==> src/rtl/pc_sequencer.sv <==
// Program-counter sequencer: IDLE/RUN/HALTED control with jump, branch and halt handling.
// Optional retired-instruction counter enabled by the PC_SEQ_RETIRE_CNT_EN macro.
module pc_sequencer (
    input  logic        clk,
    input  logic        reset,
    input  logic        start,
    input  logic        stall,
    input  logic [3:0]  opcode,
    input  logic        br_cond,
    input  logic [15:0] br_off,
    input  logic [15:0] jmp_tgt,
    output logic [15:0] pc,
    output logic        running,
    output logic        halted
`ifdef PC_SEQ_RETIRE_CNT_EN
    ,
    output logic [15:0] retired
`endif
);

    typedef enum logic [1:0] {
        ST_IDLE   = 2'b00,
        ST_RUN    = 2'b01,
        ST_HALTED = 2'b10
    } state_t;

    localparam logic [3:0] OP_JMP  = 4'b0010;
    localparam logic [3:0] OP_BNE  = 4'b1010;
    localparam logic [3:0] OP_BEQ  = 4'b1011;
    localparam logic [3:0] OP_BLT  = 4'b1100;
    localparam logic [3:0] OP_HALT = 4'b1110;

    state_t      state_r;
    state_t      state_next_s;
    logic [15:0] pc_r;
    logic [15:0] pc_next_s;
    logic        running_r;
    logic        halted_r;

    // Next-state and next-pc selection; stall freezes everything in RUN.
    always_comb begin
        state_next_s = state_r;
        pc_next_s    = pc_r;
        case (state_r)
            ST_IDLE, ST_HALTED: begin
                if (start) begin
                    state_next_s = ST_RUN;
                    pc_next_s    = 16'h0000;
                end else begin
                    state_next_s = state_r;
                end
            end
            ST_RUN: begin
                if (!stall) begin
                    case (opcode)
                        OP_HALT: begin
                            state_next_s = ST_HALTED;
                        end
                        OP_JMP: begin
                            pc_next_s = jmp_tgt;
                        end
                        OP_BNE, OP_BEQ, OP_BLT: begin
                            if (br_cond) begin
                                pc_next_s = pc_r + br_off;
                            end else begin
                                pc_next_s = pc_r + 16'd1;
                            end
                        end
                        default: begin
                            pc_next_s = pc_r + 16'd1;
                        end
                    endcase
                end else begin
                    pc_next_s = pc_r;
                end
            end
            default: begin
                state_next_s = ST_IDLE;
                pc_next_s    = 16'h0000;
            end
        endcase
    end

    // State, pc and status flag registers with synchronous reset.
    always_ff @(posedge clk) begin
        if (reset) begin
            state_r   <= ST_IDLE;
            pc_r      <= 16'h0000;
            running_r <= 1'b0;
            halted_r  <= 1'b0;
        end else begin
            state_r   <= state_next_s;
            pc_r      <= pc_next_s;
            running_r <= (state_next_s == ST_RUN);
            halted_r  <= (state_next_s == ST_HALTED);
        end
    end

    assign pc      = pc_r;
    assign running = running_r;
    assign halted  = halted_r;

`ifdef PC_SEQ_RETIRE_CNT_EN
    logic [15:0] retired_r;
    logic        cnt_clr_s;
    logic        cnt_inc_s;

    // Counter controls: clear on launch, count every non-stalled RUN cycle (HALT included).
    always_comb begin
        cnt_clr_s = 1'b0;
        cnt_inc_s = 1'b0;
        if (state_r == ST_RUN) begin
            cnt_inc_s = !stall;
        end else begin
            cnt_clr_s = start;
        end
    end

    // Retired-instruction counter, wraps silently.
    always_ff @(posedge clk) begin
        if (reset) begin
            retired_r <= 16'h0000;
        end else if (cnt_clr_s) begin
            retired_r <= 16'h0000;
        end else if (cnt_inc_s) begin
            retired_r <= retired_r + 16'd1;
        end else begin
            retired_r <= retired_r;
        end
    end

    assign retired = retired_r;
`endif

endmodule

==> config.mk <==
export PLATFORM = sky130hd
export DESIGN_NAME = pc_sequencer
export DESIGN_NICKNAME = d
export VERILOG_FILES = /design/src/rtl/pc_sequencer.sv
export SDC_FILE = /design/constraint.sdc
export NUM_CORES = 1
export LEC_CHECK = 0
export ABC_AREA = 0
export CAP_MARGIN = 15
export CORE_UTILIZATION = 44
export CTS_CLUSTER_DIAMETER = 200
export DETAILED_ROUTE_END_ITERATION = 6
export PLACE_DENSITY = 0.78
export SLEW_MARGIN = 25
export SYNTH_ARGS = -nofsm -noshare
export SYNTH_HDL_FRONTEND = slang
export SYNTH_SLANG_ARGS = --single-unit
==> constraint.sdc <==
create_clock -name clk -period 2.03 [get_ports clk]
set_input_delay 0.3045 -clock clk [delete_from_list [all_inputs] [get_ports clk]]
set_output_delay 0.3045 -clock clk [all_outputs]
set_load 0.1 [all_outputs]
==> results of run 1 <==
[worst max-delay path by stage]
stage	endpoint	slack [ns]
final	pc[12]	0.02
after global routing	pc[4]	-0.02
after CTS	pc[12]	-0.08
after detailed placement	pc[12]	-0.52
after global placement	pc[12]	-0.40
after floorplan	pc[12]	-0.14
[worst max-delay path, cell delays in order, from the launching register on]
cell and delay, ns:
dfxtp_4 0.36, ha_4 0.12, inv_2 0.04, fa_2 0.34
nand2b_4 0.16, a21o_4 0.23, a2111oi_4 0.32, o21ai_1 0.13
a21oi_1 0.15, o21ai_1 0.06
[synth_stat cells, drive strengths merged (3+ instances only)]
cell,instances
inv,10
a22oi,7
a32oi,3
nand4,5
nor3,5
xnor2,11
nor2,16
o21ai,23
nor3b,3
o211ai,5
ha,16
or3,6
a211oi,3
a22o,3
xor2,9
nand3,11
a21o,5
dfxtp,20
buf,6
o221ai,6
nand2,28
nand2b,5
and3,6
a21oi,28
clkbuf,4
[layer usage]
metal	up-vias	share of wire	wire length [µm]	GRT usage
met1	1267	0.43	3310	0.378
met3	13	0.058	451	0.0492
met5	-	0	0	0
met2	105	0.50	3830	0.534
met4	0	0.017	132	0.0844
li1	1304	-	-	-
[cell type report]
cell class | count | area share
inverters | 10 | 0.0105
clock inverters | 1 | 0.00105
well taps | 52 | 0.0181
repair buffers | 131 | 0.305
multi-input cells | 235 | 0.527
flip-flops and latches | 20 | 0.127
clock buffers | 3 | 0.0115
[state kept, by name (all words and copies together), names as in the netlist]
register / count
pc: 16
running: 1
state_r: 2
halted: 1
[what timing repair did]
action | in CTS | in global routing
setup buffers | 3 | 3
resized for setup | 9 | 25
pin swaps | 7 | 14
setup endpoints to repair | 10 | 11
[cells by family (layout without fill, tap and decap cells)]
group                    Yosys count  in the layout  synth area share
AO/OA/AOI/OAI                     99             99             0.321
AND/OR/NAND/NOR                   99             99             0.254
XOR/XNOR                          20             20            0.0830
flip-flops                        20             20             0.190
buffers and inverters             20            145            0.0469
adder cells (fa/ha/maj)           17             17             0.104
[metrics by stage]
stage | area, µm² | utilization | hold slack [ns] | setup TNS (ns) | setup slack [ns]
global placement | 3320 | 0.742 | 0.475 | -3.71 | -0.404
finish | 3590 | 0.802 | 0.507 | 0 | 0.0156
detailed placement | 3320 | 0.742 | 0.489 | -4.39 | -0.524
CTS | 3440 | 0.768 | 0.500 | -0.0814 | -0.0814
global route | 3590 | 0.802 | 0.537 | -0.0272 | -0.0194
floorplan | 2290 | - | 0.478 | -0.260 | -0.138
[report_power, final]
part	switching, mW	internal (mW)
clock	0.150	0.135
sequential	0.00938	0.384
combinational	0.211	0.217
==> results.json, run 1 <==
{
  "status": "finished, violations left",
  "violations": "DRC",
  "synth_ff_type": "dfxtp_1",
  "rr_startpoint": "pc[0]",
  "port_buffers": 58,
  "synth_top_cell_area_share": 0.190,
  "p_leak_nw": 1.50,
  "worstHoldStart": "pc[14]",
  "grt.total_usage": 0.302,
  "cts_tree": "built",
  "finalWirelength_mm": 7.72,
  "dr.pass1.iters": 7,
  "maxCapViolations": 0,
  "cp_max_fo": 5,
  "grt.overflow.total": 0,
  "min_path_type": "reg -> reg",
  "clk_latency_ns": 0.27,
  "num_antenna_cells": 0,
  "r2r_end": "pc[12]",
  "drive_gt1_frac": 0.378,
  "ys_ff_latch": 20,
  "ant_nets": 0,
  "regToRegSetupSlack_ns": 0.02,
  "post-place-cells": 442,
  "path_clk_slew_ns": 0.08,
  "ys_types": 56,
  "crit_path_start": "pc[0]",
  "synth_nets": 333,
  "syn_avg_cell_area_um2": 7.67,
  "grt_antenna_before_repair": 0,
  "criticalPathCategory": "reg -> reg",
  "die_h_um": 71.2,
  "nNetsFinal": 459,
  "yosysSeqAreaShare": 0.190,
  "total_power_mw": 1.11,
  "layout_commonest_cell": "buf_4",
  "period_minus_slack_ns": 2.01,
  "peakVddDrop_mv": 0.344,
  "grt_pass1_wl_mm": 12.2,
  "start_util": 0.471,
  "grt_start_max_net_pins": 12,
  "min_path_cells": 2,
  "fillers": 303,
  "slew_headroom": 0.693,
  "coreArea_um2": 4470,
  "setup_viol": 0,
  "worstSetupStartpointType": "register",
  "syn_area_um2": 2110,
  "rr_worst_depth": 9,
  "worstMarginPinSlew_ns": 0.459,
  "syn2layout_area_growth_pct": 70.2,
  "cts_buffers": 3,
  "synth_cells": 275,
  "clockBufferDepth": 2,
  "fin_skew_ns": 0.00384,
  "vias": 2689,
  "finalCritPeriodShare": 0.992,
  "ioPinCount": 59,
  "gp_congestion": 0.892,
  "dp_hpwl_mm": 5.95,
  "final_cell_mix": "buf_4, clkdlybuf4s50_1, nand2_1, a21oi_1, nor2_1",
  "max_freq_mhz": 496,
  "drtIter0Drc": 205,
  "critPathArrivalTime_ns": 2.17,
  "clkSinkCount": 20,
  "yosys.area.top_type": "dfxtp_1",
  "synth_edf_count": 0,
  "route.detailed.drc": 2,
  "required_ns": 2.19,
  "wire_per_inst_um": 17.1,
  "holdPathEnd": "pc[14]",
  "first_global_vias": 2621,
  "p_per_area_nw_per_um2": 308,
  "ctsHoldBuffers": 0,
  "multi_input_area_um2": 1890,
  "vias_per_cell": 5.95,
  "h-tree-depth": 1,
  "synthArstFlopShare": 0,
  "die_area_um2": 5080,
  "cts-root-buf": "clkbuf_8",
  "grt_setup_unrepaired": "yes",
  "end_kind": "register",
  "synthTopCellsByArea": "dfxtp_1, ha_1, a21oi_1, nand2_1, xnor2_1",
  "hold_violations": 0,
  "slew_violations": 0,
  "synth_warnings": 0,
  "final-instance-count-excl-fill": 452,
  "fp-row-count": 24,
  "die_w_um": 71.2,
  "seqCellArea_um2": 454
}
No activity file was read; power rests on OpenSTA's default activity.
==> run 2, diff against run 1 <==
HOLD_SLACK_MARGIN = 0.1   (was unset)
==> results of run 2 <==
Final layout, timing and power as in run 1 (identical DEF).
==> variant 1: new RTL, settings of run 2 <==
Add a define of `PC_SEQ_RETIRE_CNT_EN`.
--- a/src/rtl/pc_sequencer.sv
+++ b/src/rtl/pc_sequencer.sv
@@ -2,2 +2,4 @@
 // Optional retired-instruction counter enabled by the PC_SEQ_RETIRE_CNT_EN macro.
+`define PC_SEQ_RETIRE_CNT_EN
+
 module pc_sequencer (
Formal check against the unedited RTL (old outputs only; new: retired): equivalent (Yosys induction, for registers that start in step).
==> variant 1 against run 2 <==
The run ends with DRC, setup timing left. First-iteration DRC count is 8.3% higher. Total power is 65% higher. Combinational power is 23% higher. Setup slack worse by 0.13 ns. Design area is 30% higher. Wire length is 30% higher. Synthesized area is 42% higher. Sequential cell count is 16 higher.
==> variant 1: results (changes against run 2) <==
Finish
  – Layout Nets: 594 (was 459)
  – Ratio of cells with drive above 1 in the final layout: 34.89% (was 37.75%)

Detailed routing
  – Initial DRC count: 222 (was 205)
  – Via count: 3,544 (was 2,689)
  – DR DRC count: 6 (was 2)

Synthesis
  – Compound-cell area share of the yosys netlist: 25.38% (was 32.15%)
  – Post-synth cell types: 67 (was 56)
  – Adder-cell share of the synthesized area: 7.789% (was 10.44%)
  – Mux share of post-synthesis cell area: 1.005% (was 0%)
  – Net Count, Synth: 443 (was 333)
  – XOR/XNOR Fraction of Synth Area: 9.380% (was 8.304%)

GRT
  – Largest net degree at the start of global routing: 17 (was 12)
  – Total Routing Usage GR: 27.69% (was 30.16%)
  – First-pass GRT wire length: 16,000 um (was 12,230 um)

Timing
  – Final number of setup-violating endpoints: 8 (was 0)
  – Worst hold margin: 0.5077 ns (was 0.5071 ns)
  – Slew headroom: 56.80% (was 69.28%)
  – Worst Skew: 0.009491 ns (was 0.003835 ns)
  – Worst setup margin: -0.1117 ns (was 0.01563 ns)
  – Setup TNS: -0.4539 ns (was 0 ns)

Clock tree
  – Clk Latency, worst-skew pair: 0.29 ns (was 0.27 ns)
  – CTS HTree Levels: 2 (was 1)
  – Num CTS Buffers: 5 (was 3)

Pwr
  – Leak pwr: 2.007 nW (was 1.497 nW)
  – Peak VDD IR: 427.7 uV (was 344.4 uV)

Critical path
  – Worst Path Max Fanout: 4 (was 5)
  – CP arrival: 2.35 ns (was 2.17 ns)
  – Worst R2R Setup Slack: -0.07 ns (was 0.02 ns)
  – Crit path largest cell delay: 0.52 ns (was 0.36 ns)
  – Slowest CP cell: clkdlybuf4s50_1 (was dfxtp_4)

Place
  – Post-placement cell area: 4474 um^2 (was 3321 um^2)
  – DP Wirelength: 7994 um (was 5946 um)

Run status
  – Failing checks: DRC, setup timing (was DRC)
  – Status: finished with violations (unchanged)

Min path
  – Min-delay src: retired[6]$_SDFFE_PP0P_ (was pc[14]$_SDFFE_PP0P_)
## variant 1: cell types whose count changed after synthesis, moves of 7 or more
| cell | run 2 | this run |
|---|---|---|
| dfxtp_1 | 20 | 36 |
| nor2_1 | 16 | 45 |
| nor3_1 | 4 | 11 |
| xor2_1 | 9 | 16 |
## variant 1: per-layer routing
metal | GRT usage [%] | share of wire, % | up-vias
met1 | 35.54 | 44 | 1676
met5 | 0 | 0 | -
li1 | - | - | 1737
met2 | 48.96 | 50 | 112
met3 | 2.950 | 4.8 | 19
met4 | 8.475 | 2.0 | 0
## variant 1: repair_timing
action,in CTS,in global routing
resized for setup,6,14
setup endpoints to repair,9,13
buffers inserted,0,0
pin swaps,7,11
## variant 1: cell type report
type                       count  area (um^2)  area share (%)
clock buffer                   7        97.59           2.098
timing repair buffer         160         1306           28.08
clock inverter                 1        5.005          0.1076
multi-input combinational    323         2331           50.11
tap                           77        96.34           2.071
inverter                       9        33.78          0.7262
sequential                    36        782.0           16.81
## variant 1: logic make-up (layout without fill, tap and decap cells)
family / after synthesis / after routing
buffers and inverters: 25 / 177
AOI/OAI and AO/OA: 111 / 111
and+or+nand+nor: 159 / 159
adders and majority gates: 18 / 18
xor gates and xnor gates: 32 / 32
DFF: 36 / 36
muxes: 3 / 3
## variant 1: through the flow
| stage | utilization [%] | setup WS, ns | std cells | power (W) |
|---|---|---|---|---|
| after floorplan | - | -0.1431 | 384 | 0.0009861 |
| after global placement | 69.28 | -0.4791 | 605 | 0.001228 |
| after detailed placement | 69.28 | -0.5032 | 605 | 0.001240 |
| after CTS | 70.98 | -0.1228 | 613 | 0.001824 |
| after global routing | 72.03 | -0.1518 | 613 | 0.001908 |
| final | 72.03 | -0.1117 | 613 | 0.001830 |
## variant 1: worst min-delay path: stages, from the launching register on
cell     delay (ns)
dfxtp_2        0.33
o21ai_0        0.08
a21oi_1        0.06
## variant 1: power by group
part | leakage [nW] | switching [W] | internal, W | total, W
Clock | 0.0534 | 0.000275 | 0.000315 | 0.000590
Sequential | 0.306 | 0.0000124 | 0.000701 | 0.000714
Combinational | 1.65 | 0.000271 | 0.000255 | 0.000526
## variant 1: how the worst max path moves through the flow
stage,start,to
after floorplan,pc[0]$_SDFFE_PP0P_,pc[14]$_SDFFE_PP0P_
after detailed placement,br_off[0],pc[14]$_SDFFE_PP0P_
final,br_off[2],pc[11]$_SDFFE_PP0P_
after CTS,pc[0]$_SDFFE_PP0P_,pc[14]$_SDFFE_PP0P_
after global placement,br_off[0],pc[14]$_SDFFE_PP0P_
after global routing,br_off[2],pc[9]$_SDFFE_PP0P_
==> variant 2: new RTL, config.mk and constraints of run 2 <==
Without the edit above. `pc_r` no longer has a reset.
--- a/src/rtl/pc_sequencer.sv
+++ b/src/rtl/pc_sequencer.sv
@@ -87,3 +87,2 @@
             state_r   <= ST_IDLE;
-            pc_r      <= 16'h0000;
             running_r <= 1'b0;
@@ -92,3 +91,2 @@
             state_r   <= state_next_s;
-            pc_r      <= pc_next_s;
             running_r <= (state_next_s == ST_RUN);
@@ -96,2 +94,6 @@
         end
+    end
+
+    always_ff @(posedge clk) begin
+        pc_r <= pc_next_s;
     end
Function: differs if reset is asserted again (counterexample within 4 cycles, from zero or initial values and one cycle with reset high); with reset held inactive, the same outputs for 10 cycles.
==> variant 2 against run 2 <==
The flow finishes with violations (DRC, setup timing). Synthesized area about the same. Utilization down 0.70 points. Wire length up 2.5%. Sequential cell count unchanged. Sequential share of layout area up 3.1 points. Design area down 0.87%. Setup slack worse by 0.37 ns. Fmax down 15%. Critical endpoint is now pc[10]$_SDFFCE_PP0P_. Highest routed layer unchanged.
Power is not compared: it rests on default switching activity, and its combinational part moved more than twofold at a synthesized area within 25%.
==> variant 2: results (changes against run 2) <==
Run status
  – Status: finished with violations (unchanged)
  – Failing checks: DRC, setup timing (was DRC)

Timing
  – Final number of setup-violating endpoints: 11 (was 0)
  – Worst setup margin: -0.3531 ns (was 0.01563 ns)
  – Worst Skew: 0.003323 ns (was 0.003835 ns)
  – Slew @ Worst Pin: 0.6275 ns (was 0.4591 ns)

Place
  – Post-placement cell area: 3308 um^2 (was 3321 um^2)
  – Placer's final routability congestion estimate: 0.9816 (was 0.8922)
  – Dpl ws: -0.5718 ns (was -0.5242 ns)
  – DP Wirelength: 5544 um (was 5946 um)

Synthesis
  – Dominant synthesized flop cell: edfxtp_1 (was dfxtp_1)
  – Most frequent cells after synthesis: nand2_1, nor2_1, a21oi_1 (was a21oi_1, nand2_1, dfxtp_1)
  – Synth warnings: 0 (unchanged)
  – Post-synth EDFFs: 16 (was 0)
  – Sequential fraction of the synthesis area: 26.59% (was 18.98%)
  – Synth top area cells: edfxtp_1, ha_1, xnor2_1, nand2_1, a21oi_1 (was dfxtp_1, ha_1, a21oi_1, nand2_1, xnor2_1)
  – Net Count, Synth: 311 (was 333)
  – Post-synth cell types: 51 (was 56)

GRT
  – Vias in the first global route: 2,496 (was 2,621)
  – Largest net degree at the start of global routing: 17 (was 12)
  – Total Routing Usage GR: 29.69% (was 30.16%)
  – Initial antenna violation count: 0 (unchanged)
  – First-pass GRT wire length: 11,740 um (was 12,230 um)

Clock tree
  – Post-CTS Setup Repair Bufs: 6 (was 3)
  – Post-CTS Resized: 13 (was 9)

Finish
  – Layout Nets: 442 (was 459)
  – Max reg flops: 16 (unchanged)

Min path
  – Min-delay src: state_r[1]$_SDFF_PP0_ (was pc[14]$_SDFFE_PP0P_)

Detailed routing
  – DR DRC count: 5 (was 2)
  – Vias per std cell: 6.103 (was 5.949)
  – Initial DRC count: 253 (was 205)
  – Final wirelength: 7908 um (was 7717 um)

Critical path
  – CP arrival: 2.42 ns (was 2.17 ns)
  – Worst Path Max Fanout: 2 (was 5)

Pwr
  – Peak VDD IR: 437.3 uV
## variant 2: cell count changes in the layout (fill, tap and decap cells not counted), moves of 6 or more
cell and delta:
buf_4 -6, a21oi_1 -8, ha_4 -6, xnor2_1 +6
edfxtp_1 +16, dlymetal6s2s_1 -6, dfxtp_4 -14, buf_6 +6
a31oi_1 +6
## variant 2: metrics by stage
step	setup TNS, ns	instances	hold slack, ns	util, %
2_1_floorplan	-8.149	253	0.3736	-
3_3_place_gp	-4.596	421	0.5705	73.94
3_5_place_dp	-4.986	421	0.5853	73.94
4_1_cts	-1.188	431	0.6106	76.68
5_1_grt	-2.627	435	0.6512	79.53
6_report	-1.867	435	0.6114	79.53
## variant 2: layout make-up
| class | count | area (um^2) | share of cell area [%] |
|---|---|---|---|
| Timing Repair Buffer | 135 | 1181 | 33.19 |
| Tap cell | 52 | 65.06 | 1.828 |
| Multi-Input combinational cell | 214 | 1659 | 46.62 |
| Inverter | 10 | 37.54 | 1.055 |
| Clock buffer | 4 | 55.05 | 1.547 |
| Sequential cell | 20 | 560.5 | 15.75 |
## variant 2: worst max-delay path, stage by stage (launching register included)
cell       delay, ns
edfxtp_1        0.42
ha_2            0.22
inv_2           0.05
fa_2            0.19
and2b_1         0.22
o2111ai_2       0.23
a21boi_2        0.12
buf_4           0.16
buf_6           0.12
o21ai_4         0.13
o22ai_2         0.07
a41o_1          0.21
## variant 2: worst paths after layout
| check | end | slack (ns) | cells past startpoint |
|---|---|---|---|
| hold reg to reg | state_r[1]$_SDFF_PP0_ | 0.61 | 2 |
| hold / removal | state_r[1]$_SDFF_PP0_ | 0.61 | 2 |
| setup reg to reg | pc[10]$_SDFFCE_PP0P_ | -0.35 | 11 |
| setup / recovery | pc[10]$_SDFFCE_PP0P_ | -0.35 | 11 |
## variant 2: power by group through the flow
stage | Sequential, W | Combinational, W | Clock [W]
finish | 0.000524 | 0.00128 | 0.000335
global route | 0.000526 | 0.00135 | 0.000350
CTS | 0.000519 | 0.00119 | 0.000332
detailed placement | 0.000529 | 0.00115 | 0
global placement | 0.000528 | 0.00113 | 0
floorplan | 0.000793 | 0.000453 | 0
## variant 2: kinds of logic after synthesis
kind of cell | count (synthesis) | synth area share, %
AOI/OAI and AO/OA | 78 | 24.93
buffers and inverters | 19 | 3.798
adders and majority gates | 17 | 10.45
DFF | 20 | 26.59
and+or+nand+nor | 93 | 23.27
xor gates and xnor gates | 24 | 9.970
muxes | 2 | 1.009
## variant 2: routing by layer
metal	GRT usage, %	part of all wire, %	up-vias	routed length, um
met2	51.96	51	164	3999
met3	3.094	7.5	22	590
met5	0	0	-	0
li1	-	-	1235	-
met4	10.00	2.3	0	183
met1	38.28	40	1234	3135
